--- src/rtl/alu_arbiter_pkg.sv ---
// alu_arbiter_pkg
// Shared constants for the two-requester ALU arbiter: default data width,
// ALU opcode values and the arbiter FSM state encoding.
package alu_arbiter_pkg;

  localparam int W_DEF = 16;

  localparam logic [2:0] ALU_NOP = 3'd0;
  localparam logic [2:0] ALU_ADD = 3'd1;
  localparam logic [2:0] ALU_SUB = 3'd2;

  typedef enum logic [1:0] {
    ST_IDLE    = 2'd0,
    ST_ISSUE   = 2'd1,
    ST_WAIT    = 2'd2,
    ST_CAPTURE = 2'd3
  } arb_state_e;

endpackage

--- src/rtl/alu_arbiter_if.sv ---
// alu_arbiter_if
// Bundles the requester handshakes, the captured result and the shared ALU
// connection of alu_arbiter.
//   slave  : arbiter side (samples requests and ALU result, drives grants,
//            dones, result/zero and ALU operands)
//   master : environment side (requesters plus the external ALU)
interface alu_arbiter_if
  import alu_arbiter_pkg::*;
#(
  parameter int W = W_DEF
);
  logic         req0, req1;
  logic [2:0]   op0, op1;
  logic [W-1:0] a0, b0, a1, b1;
  logic         gnt0, gnt1;
  logic         done0, done1;
  logic [W-1:0] result;
  logic         zero;
  logic [W-1:0] alu_in1, alu_in2;
  logic [2:0]   alu_op;
  logic [W-1:0] alu_out;
  logic         alu_z;

  modport slave (
    input  req0, req1, op0, op1, a0, b0, a1, b1, alu_out, alu_z,
    output gnt0, gnt1, done0, done1, result, zero, alu_in1, alu_in2, alu_op
  );

  modport master (
    output req0, req1, op0, op1, a0, b0, a1, b1, alu_out, alu_z,
    input  gnt0, gnt1, done0, done1, result, zero, alu_in1, alu_in2, alu_op
  );
endinterface

--- src/rtl/alu_arbiter_rr_pick2.sv ---
// rr_pick2
// Combinational two-way round-robin pick.
//   req0_i, req1_i : request pair
//   last_i         : requester served last (0/1)
//   valid_o        : at least one request present
//   pick_o         : winning requester (0/1)
module rr_pick2 (
  input  logic req0_i,
  input  logic req1_i,
  input  logic last_i,
  output logic valid_o,
  output logic pick_o
);
  assign valid_o = req0_i | req1_i;
  // On a tie the requester that was not served last wins; otherwise the
  // single requester wins outright.
  assign pick_o  = (req0_i & req1_i) ? ~last_i : req1_i;
endmodule

--- src/rtl/alu_arbiter.sv ---
// alu_arbiter
// Shares one external, pipelined ALU between two requesters with
// round-robin arbitration.
//   clk, rst_n : clock, asynchronous active-low reset
//   bus        : alu_arbiter_if.slave (requests, grants, dones,
//                result/zero, ALU operands and ALU result)
// Parameters: W data width, ALU_LAT clock edges from ALU operands to
// alu_out/alu_z valid (>= 1).
//
// state   | meaning
// IDLE    | ALU operands at NOP/0, waiting for a request
// ISSUE   | operands of the winner presented, grant pulse high
// WAIT    | counting ALU latency down to terminal count
// CAPTURE | ALU output valid, latched into result/zero on exit
module alu_arbiter
  import alu_arbiter_pkg::*;
#(
  parameter int W       = W_DEF,
  parameter int ALU_LAT = 1
) (
  input  logic          clk,
  input  logic          rst_n,
  alu_arbiter_if.slave  bus
);

  localparam int CW = (ALU_LAT > 1) ? $clog2(ALU_LAT) : 1;

  arb_state_e   state_q;
  logic [CW-1:0] cnt_q;
  logic         last_q;
  logic         owner_q;
  logic         gnt0_q, gnt1_q, done0_q, done1_q;
  logic [W-1:0] result_q;
  logic         zero_q;
  logic [W-1:0] alu_in1_q, alu_in2_q;
  logic [2:0]   alu_op_q;

  logic         pick_valid;
  logic         pick;

  rr_pick2 u_pick (
    .req0_i  (bus.req0),
    .req1_i  (bus.req1),
    .last_i  (last_q),
    .valid_o (pick_valid),
    .pick_o  (pick)
  );

  always_ff @(posedge clk or negedge rst_n) begin
    if (!rst_n) begin
      state_q   <= ST_IDLE;
      cnt_q     <= '0;
      last_q    <= 1'b1;
      owner_q   <= 1'b0;
      gnt0_q    <= 1'b0;
      gnt1_q    <= 1'b0;
      done0_q   <= 1'b0;
      done1_q   <= 1'b0;
      result_q  <= '0;
      zero_q    <= 1'b0;
      alu_in1_q <= '0;
      alu_in2_q <= '0;
      alu_op_q  <= ALU_NOP;
    end else begin
      gnt0_q  <= 1'b0;
      gnt1_q  <= 1'b0;
      done0_q <= 1'b0;
      done1_q <= 1'b0;
      case (state_q)
        ST_IDLE: begin
          if (pick_valid) begin
            owner_q   <= pick;
            last_q    <= pick;
            gnt0_q    <= ~pick;
            gnt1_q    <= pick;
            alu_op_q  <= pick ? bus.op1 : bus.op0;
            alu_in1_q <= pick ? bus.a1  : bus.a0;
            alu_in2_q <= pick ? bus.b1  : bus.b0;
            state_q   <= ST_ISSUE;
          end
        end
        ST_ISSUE: begin
          cnt_q   <= CW'(ALU_LAT - 1);
          state_q <= ST_WAIT;
        end
        ST_WAIT: begin
          if (cnt_q == '0) state_q <= ST_CAPTURE;
          else             cnt_q   <= cnt_q - CW'(1);
        end
        ST_CAPTURE: begin
          result_q  <= bus.alu_out;
          zero_q    <= bus.alu_z;
          done0_q   <= ~owner_q;
          done1_q   <= owner_q;
          alu_op_q  <= ALU_NOP;
          alu_in1_q <= '0;
          alu_in2_q <= '0;
          state_q   <= ST_IDLE;
        end
        default: state_q <= ST_IDLE;
      endcase
    end
  end

  assign bus.gnt0    = gnt0_q;
  assign bus.gnt1    = gnt1_q;
  assign bus.done0   = done0_q;
  assign bus.done1   = done1_q;
  assign bus.result  = result_q;
  assign bus.zero    = zero_q;
  assign bus.alu_in1 = alu_in1_q;
  assign bus.alu_in2 = alu_in2_q;
  assign bus.alu_op  = alu_op_q;

endmodule

--- src/flat_wrapper.sv ---
// flat-port wrapper written by rule: the top's interface ports become plain ports
module alu_arbiter_flat import alu_arbiter_pkg::*;
#(
  parameter int W       = W_DEF,
  parameter int ALU_LAT = 1
)
  (clk, rst_n, bus_req0, bus_req1, bus_op0, bus_op1, bus_a0, bus_b0, bus_a1, bus_b1, bus_alu_out, bus_alu_z, bus_gnt0, bus_gnt1, bus_done0, bus_done1, bus_result, bus_zero, bus_alu_in1, bus_alu_in2, bus_alu_op);
  alu_arbiter_if #(.W(W)) bus_i ();
  input  logic clk;
  input  logic rst_n;
  input wire logic [$bits(bus_i.req0)-1:0] bus_req0;
  input wire logic [$bits(bus_i.req1)-1:0] bus_req1;
  input wire logic [$bits(bus_i.op0)-1:0] bus_op0;
  input wire logic [$bits(bus_i.op1)-1:0] bus_op1;
  input wire logic [$bits(bus_i.a0)-1:0] bus_a0;
  input wire logic [$bits(bus_i.b0)-1:0] bus_b0;
  input wire logic [$bits(bus_i.a1)-1:0] bus_a1;
  input wire logic [$bits(bus_i.b1)-1:0] bus_b1;
  input wire logic [$bits(bus_i.alu_out)-1:0] bus_alu_out;
  input wire logic [$bits(bus_i.alu_z)-1:0] bus_alu_z;
  output wire logic [$bits(bus_i.gnt0)-1:0] bus_gnt0;
  output wire logic [$bits(bus_i.gnt1)-1:0] bus_gnt1;
  output wire logic [$bits(bus_i.done0)-1:0] bus_done0;
  output wire logic [$bits(bus_i.done1)-1:0] bus_done1;
  output wire logic [$bits(bus_i.result)-1:0] bus_result;
  output wire logic [$bits(bus_i.zero)-1:0] bus_zero;
  output wire logic [$bits(bus_i.alu_in1)-1:0] bus_alu_in1;
  output wire logic [$bits(bus_i.alu_in2)-1:0] bus_alu_in2;
  output wire logic [$bits(bus_i.alu_op)-1:0] bus_alu_op;
  assign bus_i.req0 = bus_req0;
  assign bus_i.req1 = bus_req1;
  assign bus_i.op0 = bus_op0;
  assign bus_i.op1 = bus_op1;
  assign bus_i.a0 = bus_a0;
  assign bus_i.b0 = bus_b0;
  assign bus_i.a1 = bus_a1;
  assign bus_i.b1 = bus_b1;
  assign bus_i.alu_out = bus_alu_out;
  assign bus_i.alu_z = bus_alu_z;
  assign bus_gnt0 = bus_i.gnt0;
  assign bus_gnt1 = bus_i.gnt1;
  assign bus_done0 = bus_i.done0;
  assign bus_done1 = bus_i.done1;
  assign bus_result = bus_i.result;
  assign bus_zero = bus_i.zero;
  assign bus_alu_in1 = bus_i.alu_in1;
  assign bus_alu_in2 = bus_i.alu_in2;
  assign bus_alu_op = bus_i.alu_op;
  alu_arbiter #(.W(W), .ALU_LAT(ALU_LAT)) u_core (.clk(clk), .rst_n(rst_n), .bus(bus_i));
endmodule
--- config.mk ---
export PLATFORM = sky130hd
export DESIGN_NAME = alu_arbiter_flat
export DESIGN_NICKNAME = d
export VERILOG_FILES = /design/src/rtl/alu_arbiter_pkg.sv /design/src/rtl/alu_arbiter_if.sv /design/src/rtl/alu_arbiter_rr_pick2.sv /design/src/rtl/alu_arbiter.sv /design/src/flat_wrapper.sv
export SDC_FILE = /design/constraint.sdc
export NUM_CORES = 1
export LEC_CHECK = 0
export CORE_MARGIN = 3
export CORE_UTILIZATION = 35
export CTS_CLUSTER_DIAMETER = 50
export DETAILED_ROUTE_END_ITERATION = 7
export PLACE_DENSITY = 0.74
export SETUP_SLACK_MARGIN = 0.05
export SLEW_MARGIN = 40
export SYNTH_ARGS = -nofsm -noshare
export SYNTH_HDL_FRONTEND = slang
export SYNTH_SLANG_ARGS = --single-unit
--- constraint.sdc ---
create_clock -name clk -period 3.2 [get_ports clk]
set_input_delay 0.64 -clock clk [delete_from_list [all_inputs] [get_ports clk]]
set_output_delay 0.64 -clock clk [all_outputs]
set_load 0.05 [all_outputs]
After elaboration in Yosys (flattened, before gate mapping)
Cells that the tools add are included.
{"block": "word_totals", "ff_bits": 61, "elab_cells": 51}
{"block": "op_classes", "eq_ne": 5, "bitwise_logic": 5, "n_addsub": 1, "n_mux": 21, "n_reduce_logical": 6}
{"operator": "$mux W16", "n": 4}
{"operator": "$pmux W16 S2", "n": 2}
{"operator": "$mux W1", "n": 8}
{"operator": "$pmux W2 S4", "n": 1}
{"operator": "$mux W3", "n": 2}
{"operator": "$pmux W3 S2", "n": 1}
{"operator": "$reduce_and A2 Y1", "n": 3}
{"operator": "$eq A2 B2 Y1 const B", "n": 2}
{"operator": "$mux W2", "n": 2}
{"operator": "$reduce_bool A2 Y1", "n": 2}
{"operator": "$not A1 Y1", "n": 3}
{"operator": "$eq A2 B1 Y1 const B", "n": 1}
{"operator": "$logic_not A2 Y1", "n": 1}
{"operator": "$ne A2 B1 Y1 const B", "n": 1}
{"operator": "$ne A2 B2 Y1 const B", "n": 1}
{"operator": "$pmux W1 S2", "n": 1}
{"operator": "$and A1 B1 Y1", "n": 1}
{"operator": "$or A1 B1 Y1", "n": 1}
{"operator": "$sub A1 B1 Y1 const B", "n": 1}

Longest topological paths before layout
Gate-level depths: netlist (run 1).
{"block": "depth", "word_depth": 5, "mapped_depth": 7, "mapped_depth_nobuf": 5}

Modules after synthesis
Synthesis (run 1) repeated with hierarchy kept, for this count alone.
{"block": "unflattened", "hier_cells": 183, "area_unflattened_um2": 2650.0}
{"mod": "alu_arbiter", "seq_area_each_um2": 1502.7, "area_per_inst_um2": 2636.3, "n_inst": 1, "cells_per_inst": 181}
{"mod": "rr_pick2", "seq_area_each_um2": 0.0, "area_per_inst_um2": 13.8, "n_inst": 1, "cells_per_inst": 2}

Least setup slack after synthesis (run 1)
Ideal clock, no wire load.
{"block": "synth_path", "path_type": "reg2reg", "from": "reg u_core.state_q[0]", "to": "reg u_core.alu_in1_q[10], in the netlist u_core.bus.alu_in1[10]", "stages_incl_launch_ff": 8, "arrival_ns": 1.567, "path_buffers": 2, "slack_ns": 1.567, "synth_period_minus_slack_ns": 1.633, "path_cell_list": "dfrtp_1 -> inv_1 -> ha_1 -> or3b_1 -> buf_6 -> buf_6 -> a21boi_2 -> a221o_1"}
{"block": "synth_between", "elab_chain_len": 3, "elab_cells_between_ends": 6, "classes_between": "eq/ne: 2; mux: 1; reduce/logical: 3"}
{"item": "start: declaration", "line_no": "alu_arbiter.sv:28", "source": "arb_state_e state_q;"}
{"item": "start signal: assignment", "line_no": "alu_arbiter.sv:51", "source": "state_q <= ST_IDLE;"}
{"item": "start signal: assignment", "line_no": "alu_arbiter.sv:79", "source": "state_q <= ST_ISSUE;"}
{"item": "start signal: assignment", "line_no": "alu_arbiter.sv:84", "source": "state_q <= ST_WAIT;"}
{"item": "$logic_not A2 Y1 or $eq A2 B2 Y1 (tied branches)", "line_no": "alu_arbiter.sv:69", "source": "case (state_q)"}
{"item": "$ne A2 B1 Y1 (no line) or $reduce_bool A2 Y1 (tied branches)"}
{"item": "$reduce_and A2 Y1 (no line)"}
{"item": "end signal: assignment", "line_no": "alu_arbiter.sv:77", "source": "alu_in1_q <= pick ? bus.a1 : bus.a0;"}
{"item": "end: declaration", "line_no": "alu_arbiter.sv:35", "source": "logic [W-1:0] alu_in1_q, alu_in2_q;"}
Several ways; a longest one is shown, not always the timed one.
A chain may end at the register's enable or synchronous reset.

Final worst setup path (run 1)
{"block": "layout_path", "from": "in bus_req0", "to": "reg u_core.alu_in2_q[9], in the netlist u_core.bus.alu_in2[9]"}
{"block": "layout_between", "elab_chain_len": 5, "elab_cells_between_ends": 8, "classes_between": "eq/ne: 1; mux: 4; bitwise: 2; reduce/logical: 1"}
{"item": "start: declaration", "line_no": "flat_wrapper.sv:11", "source": "input wire logic [$bits(bus_i.req0)-1:0] bus_req0;"}
{"item": "$and A1 B1 Y1", "line_no": "alu_arbiter_rr_pick2.sv:17", "source": "assign pick_o = (req0_i & req1_i) ? ~last_i : req1_i;"}
{"item": "$mux W1", "line_no": "alu_arbiter_rr_pick2.sv:17"}
{"item": "$mux W16", "line_no": "alu_arbiter.sv:78", "source": "alu_in2_q <= pick ? bus.b1 : bus.b0;"}
{"item": "$mux W16", "line_no": "alu_arbiter.sv:71", "source": "if (pick_valid) begin"}
{"item": "$pmux W16 S2", "line_no": "alu_arbiter.sv:69"}
{"item": "end signal: assignment", "line_no": "alu_arbiter.sv:78"}
{"item": "end: declaration", "line_no": "alu_arbiter.sv:35"}
Several ways; a longest one is shown, not always the timed one. The select of a mux whose other input is x is not followed.

==> results of run 1 <==
-- final cells by class --
cell class                      instances  area, um2  share of cell area
Clock buffer                            9        124              0.0281
Clock inverter                          7       75.1              0.0170
Inverter                                2       7.51             0.00170
Multi-Input combinational cell        109       1050               0.239
Sequential cell                        60       1500               0.341
Tap cell                               99        124              0.0281
Timing Repair Buffer                  154       1520               0.345
-- cells in the mapped netlist --
library cell,n
buf_6,4
a221o_1,32
ha_1,3
buf_4,3
a21boi_1,7
inv_1,2
a221o_2,3
nor3_4,1
a21boi_0,7
mux2_2,17
nor2b_1,1
and2b_1,1
nand2_1,3
a22o_1,1
or3b_1,1
nor3_1,1
dfrtp_1,59
dfstp_2,1
nor2_1,3
a21oi_1,3
a211oi_4,1
a21boi_2,21
buf_2,9
o21ai_0,1
and2_1,1
or2_1,1
-- worst register-to-register path, cell delays in order (launching register included) --
cell      delay, ns
dfrtp_1        0.40
inv_1          0.10
ha_1           0.31
or3b_2         0.77
buf_4          0.30
a21boi_0       0.19
a221o_1        0.14
-- registers in the layout, indices dropped and copies added, names as in the netlist, 2 cells and up --
signal              flops
u_core.bus.alu_op       3
u_core.bus.alu_in1     16
u_core.bus.result      16
u_core.bus.alu_in2     16
u_core.state_q          2
-- cells by family (layout without fill, tap and decap cells) --
group | after synthesis | after routing | share of synthesized area
flops | 60 | 60 | 0.562
compound gates | 76 | 76 | 0.278
buf+inv | 18 | 172 | 0.0449
simple gates | 13 | 13 | 0.0295
fa+ha+maj | 3 | 3 | 0.0140
mux | 17 | 17 | 0.0716
-- per-layer routing --
layer,GRT usage,vias to the layer above,wire [um]
li1,-,1024,-
met5,0,-,0
met1,0.218,1102,3130
met4,0.0366,0,43
met2,0.294,97,3770
met3,0.0523,5,553
-- power breakdown --
part	internal (mW)	switching [mW]
clock	0.363	0.320
sequential	1.06	0.152
combinational	1.01	1.58
-- how the worst min path moves through the flow --
| stage | slack, ns | start | cells past startpoint | endpoint |
|---|---|---|---|---|
| floorplan | 0.34 | rst_n | 0 | u_core.bus.alu_in1[0] |
| global placement | 0.45 | u_core.owner_q | 1 | u_core.bus.done0 |
| detailed placement | 0.45 | u_core.owner_q | 1 | u_core.bus.done0 |
| CTS | 0.27 | rst_n | 1 | u_core.bus.alu_in2[13] |
| finish | 0.25 | rst_n | 1 | u_core.bus.alu_in2[13] |
| global route | 0.27 | rst_n | 1 | u_core.bus.alu_in2[11] |
-- stage by stage --
step / power, mW / hold slack, ns
floorplan: 3.00 / 0.344
global placement: 3.79 / 0.449
detailed placement: 3.83 / 0.452
CTS: 4.53 / 0.269
global route: 4.71 / 0.271
finish: 4.49 / 0.249
==> flow_summary_export.csv, run 1 <==
group,metric,value,unit
synth,syn_area,2680,um2
die,dieArea,8730,um2
synth,yosys_warnings,0,
worst_setup_path,cp.arrival,2.52,ns
drt,wl,7.49,mm
synth,yosysTopAreaCell,"dfrtp_1",
global_routing,antenna_found_initial,0,
worst_setup_path,slowest_stage,"clkdlybuf4s50_1",
worst_setup_path,cp.required,3.42,ns
cts,cts_num_sinks,60,
worst_setup_path,worst-path-stages,5,
power,p_leak,1.80,nW
synth,ys_ff_latch,60,
placement,placed_cells,424,
cells_and_area,final_cell_mix,"145 x clkdlybuf4s50_1, 59 x dfrtp_1, 32 x a221o_1, 21 x a21boi_2, 17 x mux2_2",
cells_and_area,drive_above_1_share,0.208,
worst_setup_path,worst_setup_path_end_kind,"flop",
timing,slew_headroom,0.568,
die,die_w,93.4,um
worst_setup_path,cp-endpoint,"u_core.bus.alu_in2[9]",
cts,postCtsSetupBuffers,0,
cts,ctsResizeCount,0,
die,num_rows,31,
cts,htreeDepth,3,
global_routing,grt_max_degree,38,
worst_setup_path,reg2reg_from,"u_core.state_q[0]",
drt,drc,0,
worst_setup_path,critPathBufInv,2,
worst_setup_path,worstSetupPathType,"primary input to flop",
cells_and_area,antenna_cells,0,
outcome,outcome,"finished, final reports clean",
global_routing,grt_pass1_vias,2308,
placement,port_buffers,146,
synth,yosysTopAreaCellShare,0.552,
die,pin_count,147,
placement,pre_cts_ws,0.549,ns
worst_setup_path,crit_start,"bus_req0",
placement,place_area,4210,um2
die,fp.dieH,93.4,um
cells_and_area,final_common_cell,"clkdlybuf4s50_1",
cells_and_area,layoutNonFillerInstCount,440,
drt,drt_iter0_drc,89,
global_routing,gr-total-overflow,0,
timing,fin_setup_tns,0,ns
cts,clk_pin_slew,0.08,ns
drt,routed_via_density,5.06,
synth,syn_nets,281,
worst_setup_path,reg2reg_slack,0.94,ns
global_routing,grt_usage,0.173,
drt,via_count,2228,
worst_setup_path,cp_top_family,"buffers and inverters",
synth,yosysSeqAreaShare,0.562,
hold_path,min_path_type,"primary input to asynchronous set/reset pin",
drt,routedWlPerCell,17.0,um
worst_setup_path,slowest_delay,0.59,ns
timing,fin_ws,0.901,ns
timing,rsz0062_at_grt,"no",
drt,drtPass1Iterations,4,
timing,finalSetupViolations,0,
synth,yosys-top-cells-area,"dfrtp_1 55%, a221o_1 12%, a21boi_2 8.8%, mux2_2 7.2%, a21boi_0 2.0%",
cts,cts_hold_buf,0,
cts,clk_latency,0.33,ns
drt,drtAntennaViolNets,0,
worst_setup_path,start_kind,"primary input",
synth,synth.avg_cell_area,14.3,um2
synth,syn-instance-count,187,
timing,finalHoldViolations,0,
die,core_area,7330,um2
cts,cts_tree,"yes",
timing,final.period_utilization,0.718,
cts,cts-buffers-inserted,9,
placement,place_congestion,0.769,
timing,fmax,435,MHz
timing,finClkSkew,0.00766,ns
worst_setup_path,path_cells,"clkdlybuf4s50_1 -> or3b_2 -> buf_4 -> a21boi_1 -> a221o_2",
timing,fin_crit,2.30,ns
placement,dp_hpwl,5.38,mm
job,cap_viol_max_count,0,
worst_setup_path,critPathMaxFanout,21,
cts,clock_path_buffers,2,
worst_setup_path,worst_r2r_path_depth,6,
cells_and_area,final_area,4400,um2
worst_setup_path,r2r-end,"u_core.bus.alu_in1[0]",
power,vdd_ir_drop_max,638,uV
synth,synth_cell_type_count,26,
die,start_util,0.365,
cells_and_area,layout.nets,430,
timing,final_max_slew_viol_count,0,
cells_and_area,post-route-util,0.601,
cells_and_area,n_fill_cell,597,
timing,worst_pin_slew,0.648,ns
cells_and_area,syn_to_final_growth,64.6,%
cts,cts_root_buffer,"clkbuf_8",
global_routing,grt_pass1_wl,11.7,mm
power,p_per_area,1020,nW/um2
No activity file was read; power rests on OpenSTA's default activity.
==> run 2: changes to the inputs <==
==> constraint.sdc (replaced) <==
create_clock -name clk -period 2.4 [get_ports clk]
set_input_delay 0.48 -clock clk [delete_from_list [all_inputs] [get_ports clk]]
set_output_delay 0.48 -clock clk [all_outputs]
set_load 0.05 [all_outputs]
==> flow_summary_export.csv, run 2 (same netlist as run 1, synthesis figures left out) <==
group,metric,value,unit
job,cap_viol_max_count,0,
cells_and_area,final_cell_mix,"145 x clkdlybuf4s50_1, 59 x dfrtp_1, 32 x a221o_1, 21 x a21boi_2, 17 x mux2_2",
timing,finalSetupViolations,0,
cells_and_area,antenna_cells,0,
worst_setup_path,cp_top_family,"buffers and inverters",
drt,via_count,2214,
placement,dp_hpwl,5.50,mm
cts,clock_path_buffers,2,
outcome,outcome,"finished, final reports clean",
cells_and_area,drive_above_1_share,0.208,
timing,fin_setup_tns,0,ns
global_routing,grt-busiest-layer,"met2",
timing,finClkSkew,0.00629,ns
die,core_area,7330,um2
die,dieArea,8730,um2
timing,fmax,504,MHz
cells_and_area,post-route-util,0.606,
cts,cts_tree,"yes",
die,fp.dieH,93.4,um
cts,postCtsSetupBuffers,0,
cts,cts_hold_buf,0,
power,vdd_ir_drop_max,706,uV
global_routing,grt_usage,0.170,
worst_setup_path,worstSetupPathType,"flop to output port",
global_routing,antenna_found_initial,0,
global_routing,use_met1,0.216,
drt,drc,0,
placement,place_congestion,0.771,
timing,finalHoldViolations,0,
die,pin_count,147,
drt,routedWlPerCell,17.1,um
global_routing,use_met3,0.0378,
timing,fin_crit,1.98,ns
cells_and_area,syn_to_final_growth,66.0,%
worst_setup_path,cp.required,1.92,ns
cts,cts-buffers-inserted,9,
cts,clk_pin_slew,0.07,ns
die,num_rows,31,
worst_setup_path,worst_setup_path_end_kind,"output port",
global_routing,gr-total-overflow,0,
cells_and_area,final_common_cell,"clkdlybuf4s50_1",
worst_setup_path,slowest_delay,0.81,ns
global_routing,grt_pass1_wl,11.6,mm
cells_and_area,layout.nets,430,
power,p_per_area,1340,nW/um2
drt,drtPass1Iterations,4,
cts,clk_latency,0.32,ns
drt,routed_via_density,5.03,
timing,final.period_utilization,0.826,
global_routing,grt_max_degree,38,
drt,drtAntennaViolNets,0,
cts,ctsResizeCount,0,
cts,cts_root_buffer,"clkbuf_8",
worst_setup_path,slowest_stage,"clkdlybuf4s50_1",
timing,final_max_slew_viol_count,0,
die,die_w,93.4,um
placement,port_buffers,146,
hold_path,min_path_type,"primary input to asynchronous set/reset pin",
worst_setup_path,critPathMaxFanout,2,
timing,worst_pin_slew,0.539,ns
timing,slew_headroom,0.640,
worst_setup_path,critPathBufInv,1,
drt,wl,7.51,mm
global_routing,grt_pass1_vias,2315,
die,start_util,0.365,
worst_setup_path,path_cells,"clkdlybuf4s50_1",
power,p_leak,1.81,nW
worst_setup_path,reg2reg_slack,0.45,ns
cts,htreeDepth,3,
cts,cts_num_sinks,60,
drt,drt_iter0_drc,39,
global_routing,use_met2,0.282,
worst_setup_path,start_kind,"flop",
worst_setup_path,cp.arrival,1.50,ns
timing,rsz0062_at_grt,"no",
-- run 2: changes by cell type in the layout (fill, tap and decap cells not counted) --
| cell | change |
|---|---|
| buf_4 | -6 |
| buf_12 | +5 |
| buf_2 | +1 |
| inv_6 | -1 |
| clkinv_4 | +1 |
| bufinv_16 | -1 |
| clkinvlp_4 | +1 |
-- run 2: where the power goes --
part	internal [mW]	total (mW)	leakage, nW	switching, mW
combinational	1.40	3.51	0.970	2.11
clock	0.377	0.801	0.0779	0.425
sequential	1.42	1.62	0.760	0.206
total	3.20	5.94	1.81	2.74
-- run 2: area by class of cell --
cell class                      instances  area (um2)
Fill cell                             586        2890
Timing Repair Buffer                  154        1580
Sequential cell                        60        1500
Multi-Input combinational cell        109        1050
Clock buffer                            9         124
Tap cell                               99         124
Clock inverter                          7        52.6
Inverter                                2        7.51
-- run 2: path summary, 6_finish.rpt --
| kind | startpoint | end | cells past startpoint |
|---|---|---|---|
| setup / recovery | u_core.bus.result[9] | bus_result[9] | 1 |
| hold / removal | rst_n | u_core.bus.alu_in2[13] | 1 |
| setup reg to reg | u_core.state_q[1] | u_core.bus.alu_in1[2] | 6 |
| hold reg to reg | u_core.owner_q | u_core.bus.done0 | 1 |
| max in group asynchronous | rst_n | u_core.bus.result[15] | 3 |
| min in group clk | u_core.owner_q | u_core.bus.done0 | 1 |
-- run 2: through the flow --
step | hold slack (ns) | setup slack [ns] | instance area (um2) | std cells | power, mW
5_1_grt | 0.123 | 0.322 | 4440 | 440 | 6.23
4_1_cts | 0.0990 | 0.385 | 4440 | 440 | 6.01
2_1_floorplan | 0.184 | 0.767 | 2680 | 187 | 4.00
3_3_place_gp | 0.436 | 0.290 | 4270 | 424 | 5.12
6_report | 0.103 | 0.418 | 4440 | 440 | 5.94
3_5_place_dp | 0.458 | 0.229 | 4270 | 424 | 5.17
-- run 2: layer usage --
layer  vias up  wire length, um
met5         -                0
met4         0              125
met3         9              415
met2        81             3750
met1      1100             3230
li1       1024                -
